--- src/rtl/lcd_bus_scheduler_pkg.sv ---
// Shared types and constants for the LCD bus scheduler.
// Latency: none (package). Backpressure: n/a.
// Holds the state encoding, the power-up command ROM and the long-settle command classifier.
package lcd_pkg;

    typedef enum logic [2:0] {
        ST_PWRUP,
        ST_INIT_LOAD,
        ST_SETUP,
        ST_EN_HI,
        ST_HOLD,
        ST_WAIT,
        ST_IDLE
    } lcd_state_e;

    localparam int INIT_LEN = 4;
    // Element 0 is issued first: function set, display on, entry mode, clear.
    localparam logic [INIT_LEN-1:0][7:0] INIT_ROM = {8'h01, 8'h06, 8'h0E, 8'h38};

    localparam logic [7:0] CMD_CLEAR = 8'h01;
    localparam logic [7:0] CMD_HOME  = 8'h02;

    function automatic int max2(input int a, input int b);
        return (a > b) ? a : b;
    endfunction

    // Home ignores bit 0, so 0x02 and 0x03 both need the long settle.
    function automatic logic is_long_cmd(input logic rs, input logic [7:0] data);
        return !rs && ((data == CMD_CLEAR) || (data[7:1] == CMD_HOME[7:1]));
    endfunction

endpackage

--- src/rtl/lcd_rr_arbiter.sv ---
// Two-way round-robin arbiter with a one-hot (or empty) grant.
// Latency: grant combinational; pointer updates on the edge after accept.
// Backpressure: pointer only moves when the owner signals an accept.
module lcd_rr_arbiter (
    input  logic       clk,
    input  logic       rst,
    input  logic [1:0] valid,
    input  logic       accept,
    output logic [1:0] grant,
    output logic       rr_ptr
);

    logic rr_q, rr_d;

    // rr_q=1 means requester 1 wins a tie.
    always_comb begin
        grant = valid;
        if (valid == 2'b11) begin
            grant = rr_q ? 2'b10 : 2'b01;
        end
        rr_d = accept ? grant[0] : rr_q;
    end

    always_ff @(posedge clk) begin
        if (rst) begin
            rr_q <= 1'b0;
        end else begin
            rr_q <= rr_d;
        end
    end

    assign rr_ptr = rr_q;

endmodule

--- src/rtl/lcd_bus_scheduler.sv ---
// HD44780 8-bit bus owner: power-up init, then round-robin byte scheduling.
// Latency: accept at t -> en high t+1+SETUP .. +EN_HIGH, next accept after hold and settle.
// Backpressure: readies low outside IDLE or before init completes; requests are held.
module lcd_bus_scheduler
    import lcd_pkg::*;
#(
    parameter int PWRUP_CYC     = 16,
    parameter int SETUP_CYC     = 2,
    parameter int EN_HIGH_CYC   = 4,
    parameter int HOLD_CYC      = 2,
    parameter int CMD_WAIT_CYC  = 8,
    parameter int LONG_WAIT_CYC = 32
) (
    input  logic       clk,
    input  logic       rst,
    input  logic       req0_valid,
    input  logic       req0_rs,
    input  logic [7:0] req0_data,
    output logic       req0_ready,
    input  logic       req1_valid,
    input  logic       req1_rs,
    input  logic [7:0] req1_data,
    output logic       req1_ready,
    output logic       lcd_rs,
    output logic       lcd_rw,
    output logic       lcd_en,
    output logic [7:0] lcd_dout,
    output logic       init_done,
    output logic       busy
);

    localparam int MAX_CYC = max2(max2(max2(PWRUP_CYC, SETUP_CYC), max2(EN_HIGH_CYC, HOLD_CYC)),
                                  max2(CMD_WAIT_CYC, LONG_WAIT_CYC));
    localparam int CNT_W   = $clog2(MAX_CYC) + 1;
    localparam int IDX_W   = $clog2(INIT_LEN);

    lcd_state_e       state_q, state_d;
    logic [CNT_W-1:0] cnt_q, cnt_d;
    logic [IDX_W-1:0] idx_q, idx_d;
    logic             rs_q, rs_d;
    logic [7:0]       dat_q, dat_d;
    logic             init_done_q, init_done_d;
    logic [1:0]       grant, ready;
    logic             accept, rr_ptr;
    logic [CNT_W-1:0] wait_last;

    assign ready  = (state_q == ST_IDLE && init_done_q) ? grant : 2'b00;
    assign accept = |(ready & {req1_valid, req0_valid});

    lcd_rr_arbiter u_arb (
        .clk    (clk),
        .rst    (rst),
        .valid  ({req1_valid, req0_valid}),
        .accept (accept),
        .grant  (grant),
        .rr_ptr (rr_ptr)
    );

    // cnt_q counts cycles spent in the current timed state, from 0.
    always_comb begin
        state_d     = state_q;
        cnt_d       = cnt_q + CNT_W'(1);
        idx_d       = idx_q;
        rs_d        = rs_q;
        dat_d       = dat_q;
        init_done_d = init_done_q;
        wait_last   = is_long_cmd(rs_q, dat_q) ? CNT_W'(LONG_WAIT_CYC - 1) : CNT_W'(CMD_WAIT_CYC - 1);
        case (state_q)
            ST_PWRUP: if (cnt_q == CNT_W'(PWRUP_CYC - 1)) begin
                state_d = ST_INIT_LOAD;
                cnt_d   = '0;
            end
            ST_INIT_LOAD: begin
                rs_d    = 1'b0;
                dat_d   = INIT_ROM[idx_q];
                state_d = ST_SETUP;
                cnt_d   = '0;
            end
            ST_SETUP: if (cnt_q == CNT_W'(SETUP_CYC - 1)) begin
                state_d = ST_EN_HI;
                cnt_d   = '0;
            end
            ST_EN_HI: if (cnt_q == CNT_W'(EN_HIGH_CYC - 1)) begin
                state_d = ST_HOLD;
                cnt_d   = '0;
            end
            ST_HOLD: if (cnt_q == CNT_W'(HOLD_CYC - 1)) begin
                state_d = ST_WAIT;
                cnt_d   = '0;
            end
            ST_WAIT: if (cnt_q == wait_last) begin
                cnt_d   = '0;
                state_d = ST_IDLE;
                if (!init_done_q) begin
                    if (idx_q == IDX_W'(INIT_LEN - 1)) begin
                        init_done_d = 1'b1;
                    end else begin
                        idx_d   = idx_q + IDX_W'(1);
                        state_d = ST_INIT_LOAD;
                    end
                end
            end
            default: begin
                cnt_d = '0;
                if (accept) begin
                    rs_d    = ready[1] ? req1_rs : req0_rs;
                    dat_d   = ready[1] ? req1_data : req0_data;
                    state_d = ST_SETUP;
                end
            end
        endcase
    end

    always_ff @(posedge clk) begin
        if (rst) begin
            state_q     <= ST_PWRUP;
            cnt_q       <= '0;
            idx_q       <= '0;
            rs_q        <= 1'b0;
            dat_q       <= 8'h00;
            init_done_q <= 1'b0;
        end else begin
            state_q     <= state_d;
            cnt_q       <= cnt_d;
            idx_q       <= idx_d;
            rs_q        <= rs_d;
            dat_q       <= dat_d;
            init_done_q <= init_done_d;
        end
    end

    assign req0_ready = ready[0];
    assign req1_ready = ready[1];
    assign lcd_rs     = rs_q;
    assign lcd_rw     = 1'b0;
    assign lcd_en     = (state_q == ST_EN_HI);
    assign lcd_dout   = dat_q;
    assign init_done  = init_done_q;
    assign busy       = (state_q != ST_IDLE);

    param_nonzero: assert property (@(posedge clk)
        (PWRUP_CYC >= 1) && (SETUP_CYC >= 1) && (EN_HIGH_CYC >= 1) &&
        (HOLD_CYC >= 1) && (CMD_WAIT_CYC >= 1) && (LONG_WAIT_CYC >= 1))
        else $error("lcd_bus_scheduler: timing parameters must be >= 1");

    // After serving requester 0 the tie-break must favour requester 1, and vice versa.
    rr_follows_accept: assert property (@(posedge clk) disable iff (rst)
        accept |=> (rr_ptr == $past(ready[0])));

endmodule

--- config.mk ---
export PLATFORM = sky130hd
export DESIGN_NAME = lcd_bus_scheduler
export DESIGN_NICKNAME = d
export VERILOG_FILES = /design/src/rtl/lcd_bus_scheduler_pkg.sv /design/src/rtl/lcd_rr_arbiter.sv /design/src/rtl/lcd_bus_scheduler.sv
export SDC_FILE = /design/constraint.sdc
export NUM_CORES = 1
export LEC_CHECK = 0
export BUFFER_PORTS_ARGS = -buffer_cell sky130_fd_sc_hd__buf_2
export CORE_MARGIN = 10
export CORE_UTILIZATION = 40
export DETAILED_ROUTE_END_ITERATION = 12
export SLEW_MARGIN = 20
export SYNTH_ARGS = -nofsm -noshare
export SYNTH_HDL_FRONTEND = slang
export SYNTH_HIERARCHICAL = 1
export SYNTH_SLANG_ARGS = --single-unit
--- constraint.sdc ---
create_clock -name clk -period 3.15 [get_ports clk]
set_input_delay 0 -clock clk [delete_from_list [all_inputs] [get_ports clk]]
set_output_delay 0 -clock clk [all_outputs]
set_load 0.02 [all_outputs]
==> results.json <==
{
  "clockBufferDepth": 2,
  "cp_data_required_time_ns": 3.41,
  "dieArea_sq_um": 6330,
  "drv_slew": 0,
  "drt_wl_total_microns": 3530,
  "synthTopCellsByArea": "dfxtp_1 31%, nand2_1 5.6%, a21oi_1 4.9%, mux2i_1 4.9%, nor2_1 4.8%",
  "yosys.area.top_type": "dfxtp_1",
  "synth_area_sq_um": 1420,
  "r2r_slack_ns": 0.75,
  "dpl-instance-area_sq_um": 1600,
  "avgViaCountPerCell": 5.28,
  "syn2layout_area_growth_pct": 21.0,
  "setup_ws_ns": 0.749,
  "die_x_microns": 79.6,
  "drt_iter0_markers": 98,
  "peakVddDrop_v": 0.000232,
  "startpoint": "state_q[1]$_SDFFE_PP0P_",
  "setup_viol": 0,
  "antenna_found_initial": 0,
  "initial_core_util": 0.419,
  "dp_cells": 247,
  "fin_crit_sh": 0.762,
  "r2r_end": "lcd_dout[7]$_SDFFE_PP0P_",
  "arrival_ns": 2.66,
  "final_cell_area_sq_um": 1720,
  "die_h_microns": 79.6,
  "grt_util_all_layers": 0.116,
  "clk_pin_slew_ns": 0.13,
  "overflow": 0,
  "synth-seq-area-share": 0.310,
  "worst-path-max-fanout": 20,
  "r2r_cells": 6,
  "grt_pass1_vias": 1295,
  "setup_tns_ns": 0,
  "wl_per_cell_microns": 13.8,
  "numPortBuffers": 35,
  "fin_crit_ns": 2.40,
  "synthCells": 175,
  "clock-sinks": 22,
  "grt_max_degree": 21,
  "worstSetupEndpoint": "lcd_dout[7]$_SDFFE_PP0P_",
  "drc": 0,
  "final_cell_count_no_fill": 257,
  "dr.pass1.iters": 4,
  "rsz0062_at_grt": "false",
  "drv_cap": 0,
  "status": "finished clean",
  "drive_gt1_frac": 0.242,
  "cp_slowest_cell": "dfxtp_1",
  "syn_avg_cell_area_sq_um": 8.11,
  "final_nets": 238,
  "tritoncts.num_buffers": 3,
  "fin_util": 0.506,
  "min_path_type": "in -> reg",
  "io_pins": 37,
  "crit_chain": "and4b_1 -> nor2b_1 -> buf_4 -> nor2_1 -> a311oi_1 -> dlygate4sd3_1",
  "syn-num-nets": 201,
  "ys_async_sr_fraction": 0,
  "vias": 1357,
  "finalClockSkew_ns": 0.00647,
  "dp_hpwl_microns": 2840,
  "postRouteAntennaNets": 0,
  "synth_cell_type_count": 46,
  "ys_ff_latch": 22,
  "ys_warn_count": 6,
  "p_leak_nw": 0.731,
  "htree_levels": 1,
  "powerDensity_nw_per_um2": 374,
  "cts.root.buffer_cell": "clkbuf_4",
  "coreArea_sq_um": 3390,
  "critPathKind": "reg -> reg",
  "max_freq_mhz": 416,
  "power.total_uw": 642,
  "critical_path.max_stage_delay_ns": 0.62,
  "cp-start-kind": "flop",
  "place_ws_ns": 1.29,
  "synthFlopType": "dfxtp_1",
  "rows": 21,
  "clk_latency_ns": 0.31,
  "synth_top_area_frac": 0.310,
  "hold_violations": 0,
  "end_kind": "flop",
  "grt_pass1_wl_microns": 6210,
  "worstReg2RegStart": "state_q[1]$_SDFFE_PP0P_",
  "cts_tree": "yes",
  "synth_edf_count": 0,
  "antenna_cells": 0,
  "whs_ns": 0.0372,
  "gp_congestion": 0.775
}
-- timing repair --
action                    CTS  global route
hold endpoints to repair    3             0
buffers inserted            0             0
hold buffers                6             0
gates resized for setup     0             0
-- routing by layer --
metal  GRT usage  share of wire  vias up
met3      0.0372          0.059        4
met1       0.152           0.45      625
met4      0.0287          0.012        0
met5           0              0        -
met2       0.178           0.48       36
li1            -              -      692
-- worst min path at each step --
stage,startpoint,endpoint,slack (ns),cells past startpoint
floorplan,rst,state_q[2]$_SDFFE_PP0P_,0.07,1
global placement,req1_data[6],lcd_dout[6]$_SDFFE_PP0P_,0.27,3
CTS,rst,init_done$_SDFFE_PP0P_,0.03,2
finish,rst,init_done$_SDFFE_PP0P_,0.04,2
global route,rst,init_done$_SDFFE_PP0P_,0.05,2
detailed placement,req0_rs,lcd_rs$_SDFFE_PP0P_,0.28,3
-- worst max-delay path, delay by kind of cell, from the launching register on --
kind | cells | cell delay (ns)
flops | 1 | 0.62
buf+inv | 2 | 0.86
compound gates | 1 | 0.27
simple gates | 3 | 0.61
-- layout by cell type (no fill, tap or decap), types with 4 or more instances in the layout --
master	netlist	routed
nand3_1	8	8
dlygate4sd3_1	0	6
mux2i_1	7	7
nand2_1	21	21
o211ai_1	6	6
nor3_1	4	4
a311oi_1	5	5
buf_2	5	35
ha_1	4	4
dfxtp_1	22	22
inv_1	11	11
a21oi_1	14	14
nor2_1	18	18
-- synthesized netlist by cell type (all sizes together), types with 2 or more instances --
cell	number
a21boi	3
a21oi	15
a311oi	5
a31oi	2
and2	2
and3b	2
buf	8
clkbuf	3
dfxtp	22
ha	4
inv	11
mux2	2
mux2i	8
nand2	21
nand3	8
nand4	2
nor2	18
nor3	4
nor3b	3
nor4	2
o211a	2
o211ai	6
o21ai	3
xnor2	2
xor2	2
-- final cells by class --
type,instances,area (sq um)
Clock buffer,3,22.5
Clock inverter,1,30.0
Fill cell,344,1670
Inverter,11,41.3
Multi-Input combinational cell,131,875
Sequential cell,22,440
Tap cell,46,57.6
Timing Repair Buffer,43,250
-- registers in the layout, indices dropped and copies added, names as in the netlist --
name,cells
lcd_rs,1
lcd_dout,8
u_arb/rr_ptr,1
state_q,3
cnt_q,6
init_done,1
idx_q,2
-- power breakdown --
group          switching, mW  total (mW)  internal (mW)
Combinational         0.0646       0.117         0.0525
Sequential            0.0167       0.307          0.291
Clock                 0.0888       0.217          0.129
-- logic make-up after synthesis --
kind of cell / Yosys count / synth area share
fa+ha+maj: 5 / 0.0423
mux: 10 / 0.0750
flops: 22 / 0.310
xor+xnor: 4 / 0.0247
other cells: 1 / 0.00264
compound gates: 42 / 0.222
buf+inv: 22 / 0.0732
simple gates: 69 / 0.250
Note: power is estimated with default switching activity, not from simulation.
